==> config.mk <==
export PLATFORM = sky130hd
export DESIGN_NAME = bloco_controle_flat
export DESIGN_NICKNAME = d
export VERILOG_FILES = /design/src/rtl/bloco_controle_pkg.sv /design/src/rtl/bloco_controle_if.sv /design/src/rtl/bloco_controle.sv /design/src/flat_wrapper.sv
export SDC_FILE = /design/constraint.sdc
export NUM_CORES = 1
export LEC_CHECK = 0
export ABC_CLOCK_PERIOD_IN_PS = 1300
export CORE_AREA = 2 2 39 41
export CTS_BUF_LIST = sky130_fd_sc_hd__clkbuf_8
export CTS_CLUSTER_SIZE = 12
export DETAILED_ROUTE_END_ITERATION = 10
export DIE_AREA = 0 0 41 43
export HOLD_SLACK_MARGIN = 0.15
export PLACE_DENSITY = 0.5
export SYNTH_ARGS = -nofsm -noshare
export SYNTH_HDL_FRONTEND = slang
export SYNTH_SLANG_ARGS = --single-unit
==> constraint.sdc <==
create_clock -name clk -period 1.3 [get_ports clk]
set_input_delay 0.325 -clock clk [delete_from_list [all_inputs] [get_ports clk]]
set_output_delay 0.325 -clock clk [all_outputs]
set_load 0.05 [all_outputs]
==> src/rtl/bloco_controle_pkg.sv <==
// Shared definitions for the polynomial controller.
// - state_t : 3-bit binary state encoding
// - SEL0_*/SEL1_*/SEL2_* : datapath mux select codes
// - H_ADD/H_MUL : ULA operation codes
// - ctl_t : bundle of every controller output, one field per port
package bloco_controle_pkg;

  typedef enum logic [2:0] {
    S_IDLE     = 3'd0,
    S_LOAD     = 3'd1,
    S_Q_MUL_AX = 3'd2,
    S_Q_ADD_B  = 3'd3,
    S_Q_MUL_X  = 3'd4,
    S_L_MUL_BX = 3'd5,
    S_ADD_C    = 3'd6,
    S_DONE     = 3'd7
  } state_t;

  localparam logic [1:0] SEL0_ZERO = 2'b00;
  localparam logic [1:0] SEL0_A    = 2'b01;
  localparam logic [1:0] SEL0_B    = 2'b10;
  localparam logic [1:0] SEL0_C    = 2'b11;

  localparam logic [1:0] SEL1_MUX0 = 2'b00;
  localparam logic [1:0] SEL1_X    = 2'b01;
  localparam logic [1:0] SEL1_LS   = 2'b10;
  localparam logic [1:0] SEL1_LH   = 2'b11;

  localparam logic [1:0] SEL2_X    = 2'b00;
  localparam logic [1:0] SEL2_MUX0 = 2'b01;
  localparam logic [1:0] SEL2_LS   = 2'b10;
  localparam logic [1:0] SEL2_LH   = 2'b11;

  localparam logic H_ADD = 1'b0;
  localparam logic H_MUL = 1'b1;

  typedef struct packed {
    logic [1:0] m0;
    logic [1:0] m1;
    logic [1:0] m2;
    logic       lx;
    logic       ls;
    logic       lh;
    logic       h;
    logic       busy;
    logic       done;
  } ctl_t;

  // Output word of an idle controller; every state starts from this.
  localparam ctl_t CTL_IDLE = '{m0: SEL0_ZERO, m1: SEL1_MUX0, m2: SEL2_X,
                                lx: 1'b0, ls: 1'b0, lh: 1'b0, h: H_ADD,
                                busy: 1'b0, done: 1'b0};

endpackage

==> src/rtl/bloco_controle_if.sv <==
// Handshake and datapath-control bundle of the polynomial controller.
// - master : requester side (drives start/mode, observes everything else)
// - slave  : controller side (samples start/mode, drives selects/loads/h/busy/done)
interface bloco_controle_if;
  logic       start;
  logic       mode;
  logic [1:0] M0;
  logic [1:0] M1;
  logic [1:0] M2;
  logic       LX;
  logic       LS;
  logic       LH;
  logic       h;
  logic       busy;
  logic       done;

  modport master (output start, mode,
                  input  M0, M1, M2, LX, LS, LH, h, busy, done);
  modport slave  (input  start, mode,
                  output M0, M1, M2, LX, LS, LH, h, busy, done);
endinterface

==> src/rtl/bloco_controle.sv <==
// Control unit for the Horner polynomial datapath.
// Evaluates S = A*X^2 + B*X + C (mode 0) or S = B*X + C (mode 1),
// one ULA operation per state.
// Ports:
// - clk   : rising-edge clock
// - rst_n : asynchronous active-low reset
// - bus   : slave side of bloco_controle_if (start/mode in;
//           M0/M1/M2/LX/LS/LH/h/busy/done out)
// All outputs are Moore-decoded from state_q, so they follow reset immediately.
module bloco_controle
  import bloco_controle_pkg::*;
(
  input  logic            clk,
  input  logic            rst_n,
  bloco_controle_if.slave bus
);

  state_t state_q, state_d;
  logic   mode_q, mode_d;
  ctl_t   ctl;

  always_ff @(posedge clk or negedge rst_n) begin
    if (!rst_n) begin
      state_q <= S_IDLE;
      mode_q  <= 1'b0;
    end else begin
      state_q <= state_d;
      mode_q  <= mode_d;
    end
  end

  // Next state. mode is latched only on an accepted start so a requester
  // toggling it mid-run cannot change the sequence.
  always_comb begin
    state_d = S_IDLE;
    mode_d  = mode_q;
    case (state_q)
      S_IDLE: begin
        if (bus.start) begin
          state_d = S_LOAD;
          mode_d  = bus.mode;
        end else begin
          state_d = S_IDLE;
        end
      end
      S_LOAD:     state_d = mode_q ? S_L_MUL_BX : S_Q_MUL_AX;
      S_Q_MUL_AX: state_d = S_Q_ADD_B;
      S_Q_ADD_B:  state_d = S_Q_MUL_X;
      S_Q_MUL_X:  state_d = S_ADD_C;
      S_L_MUL_BX: state_d = S_ADD_C;
      S_ADD_C:    state_d = S_DONE;
      S_DONE:     state_d = S_IDLE;
      default:    state_d = S_IDLE;
    endcase
  end

  // Output decode
  always_comb begin
    ctl = CTL_IDLE;
    case (state_q)
      S_LOAD: begin
        ctl.lx   = 1'b1;
        ctl.busy = 1'b1;
      end
      S_Q_MUL_AX: begin  // LS <- A*X
        ctl.m0 = SEL0_A;  ctl.m1 = SEL1_MUX0; ctl.m2 = SEL2_X;
        ctl.h  = H_MUL;   ctl.ls = 1'b1;      ctl.busy = 1'b1;
      end
      S_Q_ADD_B: begin   // LS <- LS + B
        ctl.m0 = SEL0_B;  ctl.m1 = SEL1_MUX0; ctl.m2 = SEL2_LS;
        ctl.h  = H_ADD;   ctl.ls = 1'b1;      ctl.busy = 1'b1;
      end
      S_Q_MUL_X: begin   // LS <- LS * X
        ctl.m1 = SEL1_LS; ctl.m2 = SEL2_X;
        ctl.h  = H_MUL;   ctl.ls = 1'b1;      ctl.busy = 1'b1;
      end
      S_L_MUL_BX: begin  // LS <- B*X
        ctl.m0 = SEL0_B;  ctl.m1 = SEL1_MUX0; ctl.m2 = SEL2_X;
        ctl.h  = H_MUL;   ctl.ls = 1'b1;      ctl.busy = 1'b1;
      end
      S_ADD_C: begin     // LS <- LS + C
        ctl.m0 = SEL0_C;  ctl.m1 = SEL1_MUX0; ctl.m2 = SEL2_LS;
        ctl.h  = H_ADD;   ctl.ls = 1'b1;      ctl.busy = 1'b1;
      end
      S_DONE:  ctl.done = 1'b1;
      default: ctl = CTL_IDLE;
    endcase
  end

  assign bus.M0   = ctl.m0;
  assign bus.M1   = ctl.m1;
  assign bus.M2   = ctl.m2;
  assign bus.LX   = ctl.lx;
  assign bus.LS   = ctl.ls;
  assign bus.LH   = ctl.lh;
  assign bus.h    = ctl.h;
  assign bus.busy = ctl.busy;
  assign bus.done = ctl.done;

endmodule

==> src/flat_wrapper.sv <==
// flat-port wrapper written by rule: the top's interface ports become plain ports
module bloco_controle_flat import bloco_controle_pkg::*;
  (clk, rst_n, bus_start, bus_mode, bus_M0, bus_M1, bus_M2, bus_LX, bus_LS, bus_LH, bus_h, bus_busy, bus_done);
  bloco_controle_if bus_i ();
  input  logic clk;
  input  logic rst_n;
  input wire logic [$bits(bus_i.start)-1:0] bus_start;
  input wire logic [$bits(bus_i.mode)-1:0] bus_mode;
  output wire logic [$bits(bus_i.M0)-1:0] bus_M0;
  output wire logic [$bits(bus_i.M1)-1:0] bus_M1;
  output wire logic [$bits(bus_i.M2)-1:0] bus_M2;
  output wire logic [$bits(bus_i.LX)-1:0] bus_LX;
  output wire logic [$bits(bus_i.LS)-1:0] bus_LS;
  output wire logic [$bits(bus_i.LH)-1:0] bus_LH;
  output wire logic [$bits(bus_i.h)-1:0] bus_h;
  output wire logic [$bits(bus_i.busy)-1:0] bus_busy;
  output wire logic [$bits(bus_i.done)-1:0] bus_done;
  assign bus_i.start = bus_start;
  assign bus_i.mode = bus_mode;
  assign bus_M0 = bus_i.M0;
  assign bus_M1 = bus_i.M1;
  assign bus_M2 = bus_i.M2;
  assign bus_LX = bus_i.LX;
  assign bus_LS = bus_i.LS;
  assign bus_LH = bus_i.LH;
  assign bus_h = bus_i.h;
  assign bus_busy = bus_i.busy;
  assign bus_done = bus_i.done;
  bloco_controle u_core (.clk(clk), .rst_n(rst_n), .bus(bus_i));
endmodule
==> results.txt, run 1 <==
----------------------------------------------------
[Outcome]
  Outcome ... complete, but fails checks
  Violated checks ... negative setup slack

[STA]
  Final critical delay including setup and external delays ... 1560 ps
  Maximum operating frequency ... ~640 MHz
  Skew final ... about 2.0 ps
  Count of pins over their slew limit ... 0
  Number of failing setup endpoints in the final timing report ... 10
  Share of the clock period used by the worst path ... 120%
  Final Hold Viols ... 0
  Final critical-path setup slack ... -256 ps
  Unrepaired setup endpoints after global routing ... yes

[Global route]
  First-pass GRT wire length ... about 1300 um
  Via count of the first global-routing pass ... 295
  Overflow left after global routing ... 0
  Number of antenna violations at the first check in global routing ... 0
  Largest net degree at the start of global routing ... 9
  Global routing usage summed across all routing layers ... 11.1%

[Clock tree]
  H-tree lvl count ... 1
  Number of sinks handled by clock tree synthesis ... 4
  Latest clock arrival within the worst-skew pair ... 220 ps
  Clock transition time at the flip-flop clock pins of the worst setup and hold paths ... about 30 ps
  CTS hold repair buffers ... 0
  Worst-case clock buffer depth ... 2
  Total clock buffers created by CTS ... 3
  TritonCTS clock tree ... yes
  Clock tree root buffer cell ... sky130_fd_sc_hd__clkbuf_8

[Logic synthesis]
  Cells after synthesis ... 37
  Warnings from Yosys ... 0
  Cell with the most instances after synthesis ... sky130_fd_sc_hd__dfrtp_1
  Yosys top cell area share ... a little under a third
  Library cell with the largest summed area after synthesis ... sky130_fd_sc_hd__dfrtp_1
  Number of synthesized flops with an enable pin ... 0
  Syn avg cell area ... between 8 and 9 sq um
  Count of cell types in the netlist ... 20
  Top cells by area, synth ... sky130_fd_sc_hd__dfrtp_1, sky130_fd_sc_hd__buf_4, sky130_fd_sc_hd__mux2i_1
  Post-synthesis register bit count ... 4
  Predominant post-synthesis flop cell ... sky130_fd_sc_hd__dfrtp_1
  Area of the mapped netlist ... around 320 sq um
  Register area share after synthesis ... 31.6%
  Share of synthesized flip-flops with an asynchronous set or reset ... 100%

[Cells and area]
  Fraction of final layout cells with drive strength greater than 1 ... approximately 73%
  Filler Cells Inserted ... 130
  Final-stage net count ... slightly below 70
  Combined area of the multi-input logic cells ... 250 sq um
  Number of diodes added for antenna fixing ... 0
  Layout Area Growth over Synthesis ... 141%
  Sequential cell area ... between 100 and 150 sq um

[Critical path]
  Slowest stage cell on the critical path ... sky130_fd_sc_hd__dfrtp_2
  Data arrival, critical path ... 1230 ps
  Required time worst endpoint ... 980 ps
  Worst reg2reg startpoint ... u_core.state_q[2]
  Critical path cell sequence ... buf_6, xor2_1, and2_4, buf_12
  Delay of the slowest cell on the worst path ... approximately 430 ps
  Crit path launch ... u_core.state_q[2]
  Element type at the critical path end ... output pin
  Largest fanout of any net on the critical path ... 3
  CP startpoint kind ... register
  Type of the worst setup path ... reg -> out

[Die]
  Die ar. ... 1760 sq um
  Die height ... approximately 43 um
  Number of rows created at floorplan ... 14
  Die X ... a little over 40 um
  Starting utilization of the core area ... a little under a quarter
  Area of the placeable core ... roughly 1400 sq um
  I/O pin count ... 16

[Flow run]
  Max-cap violations ... 0

[Detailed routing]
  Wire length after detailed routing ... approximately 800 um
  Number of search-and-repair iterations in the first detailed-routing pass ... 3
  Routed wire per std cell ... between 9 and 10 um
  Total number of vias ... between 300 and 400
  Number of remaining DRC errors ... 0
  Number of violations reported at the end of detailed-routing iteration 0 ... 3
  Post-DRT Antenna Nets ... 0
  Via density per instance ... between 4 and 5

[Place]
  Global placer's final weighted congestion ... between 0.7 and 0.8
  Pre-CTS worst setup slack ... -140 ps
  Port bufs ... 12
  HPWL after detailed placement ... slightly below 600 um

[Worst hold path]
  Worst min-delay path class ... in -> async

----------------------------------------------------
-- area by class of cell --
cell class / count / area share, %
clock buffers: 3 / 5.41
inverters: 3 / 2.46
multi-input cells: 26 / 32.8
flip-flops and latches: 4 / 13.6
well taps: 16 / 2.62
repair buffers: 27 / 43.1
-- cells by family (layout without fill, tap and decap cells) --
logic type / Yosys count / count (layout) / synth area share (%)
AND/OR/NAND/NOR: 12 / 12 / 24.5
buffers and inverters: 9 / 33 / 17.4
AO/OA/AOI/OAI: 7 / 7 / 11.5
flip-flops: 4 / 4 / 31.6
multiplexers: 3 / 3 / 11.1
other: 1 / 3 / 1.18
XOR/XNOR: 1 / 1 / 2.77
-- worst paths after layout --
path / endpoint / slack, ps / cells past startpoint
setup / recovery: bus_M2[1] / -260 / 4
min in group clk: u_core.mode_q / 560 / 1
setup reg to reg: u_core.mode_q / -40 / 5
hold reg to reg: u_core.mode_q / 560 / 1
max in group asynchronous: u_core.state_q[1] / 800 / 1
hold / removal: u_core.mode_q / 310 / 1
-- metal layers --
layer	GRT usage, %	part of all wire, %	vias up	wire (um)
met1	13.5	42	141	328
met3	3.14	5.2	2	41
met2	15.9	51	12	399
met4	8.00	2.2	0	17
met5	0	0	-	0
li1	-	-	167	-
-- flip-flops by register name, indices dropped and copies added, names as in the netlist --
name and flops:
u_core.state_q 3, u_core.mode_q 1
-- critical path: cells and delay by family (launching register included) --
family	cells	cell delay, ps
flip-flops	1	430
AND/OR/NAND/NOR	1	170
buffers and inverters	2	270
XOR/XNOR	1	150
-- through the flow --
step / std cells / cell area (sq um) / util, % / TNS [ps] / hold WS (ps)
floorplan: 39 / 420 / - / -678 / 29.4
global placement: 71 / 657 / 47.5 / -727 / 539
detailed placement: 71 / 657 / 47.5 / -903 / 545
CTS: 77 / 739 / 53.4 / -2220 / 319
global route: 79 / 763 / 55.2 / -2470 / 324
finish: 79 / 763 / 55.2 / -2060 / 312
-- repair_timing --
| action | CTS | global route |
|---|---|---|
| gates resized for setup | 8 | 3 |
| buffers inserted | 3 | 3 |
| pin swaps | 3 | 1 |
| setup endpoints to repair | 10 | 10 |
-- cell usage in the layout (no fill, tap or decap), drive strengths merged, types with 2 or more instances in the layout --
master,netlist,layout
buf,6,24
dfrtp,4,4
o21ai,3,3
conb,1,3
clkbuf,0,3
clkdlybuf4s50,0,3
a21oi,3,3
nor2,3,3
clkinvlp,0,2
nor3,2,2
and2,2,2
nand2b,2,2
mux2i,2,2
Power of run 1 is left out: the tool's default activity adds up to more than one toggle a clock period on the data nets, which glitch-free logic cannot reach.
==> inputs of run 2 (changes only) <==
--- a/config.mk
+++ b/config.mk
@@ -6,13 +6,15 @@
 export NUM_CORES = 1
 export LEC_CHECK = 0
 export ABC_CLOCK_PERIOD_IN_PS = 1300
+export CELL_PAD_IN_SITES_DETAIL_PLACEMENT = 0
+export CELL_PAD_IN_SITES_GLOBAL_PLACEMENT = 1
 export CORE_AREA = 2 2 39 41
 export CTS_BUF_LIST = sky130_fd_sc_hd__clkbuf_8
 export CTS_CLUSTER_SIZE = 12
 export DETAILED_ROUTE_END_ITERATION = 10
 export DIE_AREA = 0 0 41 43
 export HOLD_SLACK_MARGIN = 0.15
-export PLACE_DENSITY = 0.5
+export PLACE_DENSITY = 0.67
 export SYNTH_ARGS = -nofsm -noshare
 export SYNTH_HDL_FRONTEND = slang
 export SYNTH_SLANG_ARGS = --single-unit
==> run 2 against run 1 <==
Compared with the run above: the flow still finishes with violations (negative setup slack); clock skew grew 1.2 ps; hold slack lost 2.6 ps; clock-buffer cell count unchanged; non-clock buffer count increased by 4; design area grew 5.7%; first-iteration DRC count fell by 33%.
==> results.txt, run 2 (synthesis results as in run 1) <==
----------------------------------------------------
[STA]
  Share of the clock period used by the worst path ... 120%
  Final critical delay including setup and external delays ... about 1600 ps
  Unrepaired setup endpoints after global routing ... yes
  Setup Total Neg Slack ... -2230 ps
  Count of pins over their slew limit ... 0
  Maximum operating frequency ... approximately 640 MHz
  Skew final ... 3.23 ps
  Final Hold Viols ... 0
  Final hold slack ... just over 300 ps
  Number of failing setup endpoints in the final timing report ... 10
  Final critical-path setup slack ... -266 ps

[Cells and area]
  Commonest non-fill, non-tap cell in the layout ... sky130_fd_sc_hd__buf_4
  Final cell count without fillers ... just over 80
  Sequential cell area ... ~100 sq um
  Filler Cells Inserted ... ~120
  Most frequent cells in the layout ... sky130_fd_sc_hd__buf_4, sky130_fd_sc_hd__buf_12, sky130_fd_sc_hd__buf_6
  Combined area of the multi-input logic cells ... roughly 270 sq um
  Largest registers ... u_core.state_q x3, u_core.mode_q x1
  Final design utilization ... 58.3%
  Layout Area Growth over Synthesis ... 155%
  Number of diodes added for antenna fixing ... 0
  Final-stage net count ... between 70 and 80
  Register with the most flip-flops ... u_core.state_q
  Fraction of final layout cells with drive strength greater than 1 ... 77.6%
  Number of flip-flops under the largest register name ... 3

[Clock tree]
  Number of sinks handled by clock tree synthesis ... 4
  H-tree lvl count ... 1
  Clock tree root buffer cell ... sky130_fd_sc_hd__clkbuf_8
  CTS hold repair buffers ... 0
  TritonCTS clock tree ... yes
  Clock transition time at the flip-flop clock pins of the worst setup and hold paths ... roughly 30 ps
  Total clock buffers created by CTS ... 3
  Latest clock arrival within the worst-skew pair ... 220 ps
  Worst-case clock buffer depth ... 2

[Global route]
  Largest net degree at the start of global routing ... 9
  Most congested layer reported by global routing ... met2
  First-pass GRT wire length ... between 1500 and 2000 um
  Met2 track demand over resource in global routing ... roughly a fifth
  Global routing usage summed across all routing layers ... 14.2%
  Overflow left after global routing ... 0
  Met3 track demand over resource ... around 4.7%
  Met1 Use GR ... 15.2%
  Number of antenna violations at the first check in global routing ... 0
  Via count of the first global-routing pass ... about 380

[Die]
  I/O pin count ... 16
  Number of rows created at floorplan ... 14
  Area of the placeable core ... roughly 1400 sq um
  Die height ... 43 um
  Die X ... approximately 41 um
  Starting utilization of the core area ... between 20% and 30%
  Die ar. ... 1760 sq um

[Detailed routing]
  Number of violations reported at the end of detailed-routing iteration 0 ... 2
  Via density per instance ... roughly 4.0
  Number of remaining DRC errors ... 0
  Post-DRT Antenna Nets ... 0
  Total number of vias ... 333
  Number of search-and-repair iterations in the first detailed-routing pass ... 4
  Routed wire per std cell ... about 10 um
  Wire length after detailed routing ... roughly 870 um

[Critical path]
  Largest fanout of any net on the critical path ... 5
  Element type at the critical path end ... output pin
  Type of the worst setup path ... reg -> out
  Data arrival, critical path ... around 1200 ps
  Crit path launch ... u_core.state_q[1]
  Required time worst endpoint ... approximately 1000 ps
  Delay of the slowest cell on the worst path ... between 400 and 500 ps
  Slowest stage cell on the critical path ... sky130_fd_sc_hd__dfrtp_2
  CP startpoint kind ... register
  Cell seen most often among critical-path stages ... sky130_fd_sc_hd__buf_4
  Worst reg2reg startpoint ... u_core.state_q[1]
  Critical path cell sequence ... buf_4, buf_4, nor3_4, buf_12

[Flow run]
  Max-cap violations ... 0

[Place]
  Placed Cells ... between 70 and 80
  Port bufs ... 12
  Global placer's final weighted congestion ... ~0.76
  HPWL after detailed placement ... 627 um

[Outcome]
  Outcome ... complete, but fails checks
  Violated checks ... negative setup slack

[Worst hold path]
  Worst min-delay path class ... in -> async

----------------------------------------------------
run 2: cell types whose count changed in the layout (fill, tap and decap cells not counted), sizes merged:
cell | before | now
buf | 24 | 28
run 2: worst paths after layout:
path | endpoint | slack (ps) | depth (start not counted)
min in group clk | u_core.mode_q | 560 | 1
hold reg to reg | u_core.mode_q | 560 | 1
setup reg to reg | u_core.mode_q | -120 | 5
hold / removal | u_core.state_q[2] | 310 | 1
max in group asynchronous | u_core.state_q[1] | 810 | 1
setup / recovery | bus_M1[1] | -270 | 4
run 2: through the flow:
step | cell area, sq um | setup WS (ps)
after global placement | 679 | -141
after CTS | 788 | -280
final | 807 | -266
after detailed placement | 679 | -137
after global routing | 807 | -317
after floorplan | 420 | -146
run 2: layout make-up:
cell class | count | area share, %
timing repair buffer | 31 | 44.0
multi-input combinational | 26 | 33.2
sequential | 4 | 12.9
clock buffer | 3 | 5.12
tap | 16 | 2.48
inverter | 3 | 2.33
run 2: layer usage:
layer  up-vias  part of all wire [%]
met4         0                     0
met2         6                    61
met3         0                   1.8
met1       155                    37
met5         -                     0
li1        172                     -
run 2: what timing repair did:
item / in CTS / in global routing
setup endpoints to repair: 10 / 10
setup buffers: 5 / 1
pin swaps: 4 / 3
gates resized for setup: 10 / 2
run 2: critical path, delay by kind of cell, from the launching register on:
family | cells | cell delay [ps]
buffers and inverters | 3 | 460
DFF | 1 | 420
and+or+nand+nor | 1 | 140
Power of run 2 is left out for the same reason.
==> inputs of run 3 (changes only) <==
--- a/config.mk
+++ b/config.mk
@@ -5,7 +5,7 @@
 export SDC_FILE = /design/constraint.sdc
 export NUM_CORES = 1
 export LEC_CHECK = 0
-export ABC_CLOCK_PERIOD_IN_PS = 1300
+export ABC_CLOCK_PERIOD_IN_PS = 2000
 export CELL_PAD_IN_SITES_DETAIL_PLACEMENT = 0
 export CELL_PAD_IN_SITES_GLOBAL_PLACEMENT = 1
 export CORE_AREA = 2 2 39 41
@@ -13,6 +13,7 @@
 export CTS_CLUSTER_SIZE = 12
 export DETAILED_ROUTE_END_ITERATION = 10
 export DIE_AREA = 0 0 41 43
+export GPL_TIMING_DRIVEN = 0
 export HOLD_SLACK_MARGIN = 0.15
 export PLACE_DENSITY = 0.67
 export SYNTH_ARGS = -nofsm -noshare
==> constraint.sdc (replaced) <==
create_clock -name clk -period 2 [get_ports clk]
set_input_delay 0.5 -clock clk [delete_from_list [all_inputs] [get_ports clk]]
set_output_delay 0.5 -clock clk [all_outputs]
set_load 0.05 [all_outputs]
==> run 3 against run 2 <==
Compared with the run above: the flow now finishes without violations; core utilization is 23 points lower; die area stayed put; hold slack better by 180 ps; cell count is 16% lower; worst setup slack better by 340 ps; sequential cell count stayed put; design area is 39% lower; sequential share of layout area is 7.4 points higher; critical endpoint is now bus_busy.
==> results.txt, run 3 (synthesis results as in run 1) <==
----------------------------------------------------
[Outcome]
  Outcome ... finished clean

[Global route]
  Overflow left after global routing ... 0
  Via count of the first global-routing pass ... 267
  Largest net degree at the start of global routing ... 11
  First-pass GRT wire length ... around 1100 um
  Global routing usage summed across all routing layers ... roughly a tenth
  Number of antenna violations at the first check in global routing ... 0

[Critical path]
  CP startpoint kind ... register
  Data arrival, critical path ... between 1000 and 1500 ps
  Element type at the critical path end ... output pin
  Type of the worst setup path ... reg -> out
  Largest fanout of any net on the critical path ... 10
  Required time worst endpoint ... 1500 ps

[Worst hold path]
  Worst min-delay path class ... in -> async

[Detailed routing]
  Routed wire per std cell ... ~9.2 um
  Number of search-and-repair iterations in the first detailed-routing pass ... 1
  Post-DRT Antenna Nets ... 0
  Total number of vias ... around 280
  Wire length after detailed routing ... 643 um
  Number of violations reported at the end of detailed-routing iteration 0 ... 0
  Number of remaining DRC errors ... 0
  Via density per instance ... about 4

[STA]
  Share of the clock period used by the worst path ... between 90% and 100%
  Skew final ... between 0.07 and 0.08 ps
  Final Hold Viols ... 0
  Count of pins over their slew limit ... 0
  Number of failing setup endpoints in the final timing report ... 0
  Maximum operating frequency ... just over 500 MHz
  Final critical delay including setup and external delays ... 1930 ps
  Unrepaired setup endpoints after global routing ... no
  Setup Total Neg Slack ... 0 ps

[Die]
  Die X ... 41 um
  Number of rows created at floorplan ... 14
  Area of the placeable core ... between 1000 and 1500 sq um
  Starting utilization of the core area ... 22.9%
  I/O pin count ... 16
  Die ar. ... 1760 sq um
  Die height ... between 40 and 50 um

[Clock tree]
  Total clock buffers created by CTS ... 3
  Latest clock arrival within the worst-skew pair ... roughly 210 ps
  Worst-case clock buffer depth ... 2
  # Post-CTS Setup Buffers ... 0
  H-tree lvl count ... 1
  Number of sinks handled by clock tree synthesis ... 4
  Clock transition time at the flip-flop clock pins of the worst setup and hold paths ... roughly 30 ps
  Clock tree root buffer cell ... sky130_fd_sc_hd__clkbuf_8
  TritonCTS clock tree ... yes

[Cells and area]
  Fraction of final layout cells with drive strength greater than 1 ... about half
  Register with the most flip-flops ... u_core.state_q
  Most frequent cells in the layout ... sky130_fd_sc_hd__buf_2, sky130_fd_sc_hd__buf_4, sky130_fd_sc_hd__dfrtp_1
  Number of diodes added for antenna fixing ... 0
  Number of flip-flops under the largest register name ... 3
  Final-stage net count ... 60
  Largest registers ... u_core.state_q x3, u_core.mode_q x1
  Layout Area Growth over Synthesis ... 55.7%
  Commonest non-fill, non-tap cell in the layout ... sky130_fd_sc_hd__buf_2

[Place]
  HPWL after detailed placement ... around 450 um
  Port bufs ... 12
  Global placer's final weighted congestion ... around 0.74

[Flow run]
  Max-cap violations ... 0

----------------------------------------------------
-- run 3: timing repair --
item	CTS	global route
resized for setup	38	10
gates cloned	0	0
setup endpoints to repair	9	6
hold buffers	0	0
-- run 3: worst paths after layout --
check,start,end,cells past startpoint,slack [ps]
worst min-delay path,rst_n,u_core.state_q[0],1,490
worst min register to register,u_core.mode_q,u_core.mode_q,1,550
worst max register to register,u_core.state_q[2],u_core.mode_q,4,790
worst max-delay path,u_core.state_q[1],bus_busy,4,70
max in group asynchronous,rst_n,u_core.state_q[2],1,1350
min in group clk,u_core.mode_q,u_core.mode_q,1,550
-- run 3: critical path, cell delays in order (launching register included) --
cell	delay, ps
sky130_fd_sc_hd__dfrtp_1	400
sky130_fd_sc_hd__buf_2	190
sky130_fd_sc_hd__and3_2	260
sky130_fd_sc_hd__nor2_2	100
sky130_fd_sc_hd__buf_2	260
-- run 3: metal layers --
layer	routed length, um	up-vias	GRT usage (%)
met5	0	-	0
met4	24	0	12.0
met3	34	2	3.14
met2	313	9	13.4
met1	271	121	11.6
li1	-	149	-
-- run 3: area by class of cell --
type                    count  area, sq um
flip-flops and latches      4          100
fillers                   157          891
plain buffers               6         43.8
clock buffers               3         41.3
multi-input cells          26          186
well taps                  16         20.0
repair buffers             12         90.1
inverters                   3         11.3
-- run 3: metrics by stage --
stage	cell area, sq um	worst slack (ps)	hold slack (ps)	utilization, %	cells
2_1_floorplan	339	-152	204	-	39
3_3_place_gp	479	-335	561	34.6	67
3_5_place_dp	479	-334	553	34.6	67
4_1_cts	512	0.463	488	37.0	70
5_1_grt	493	1.63	508	35.6	70
6_report	493	74.8	486	35.6	70
Power of run 3 is left out for the same reason.
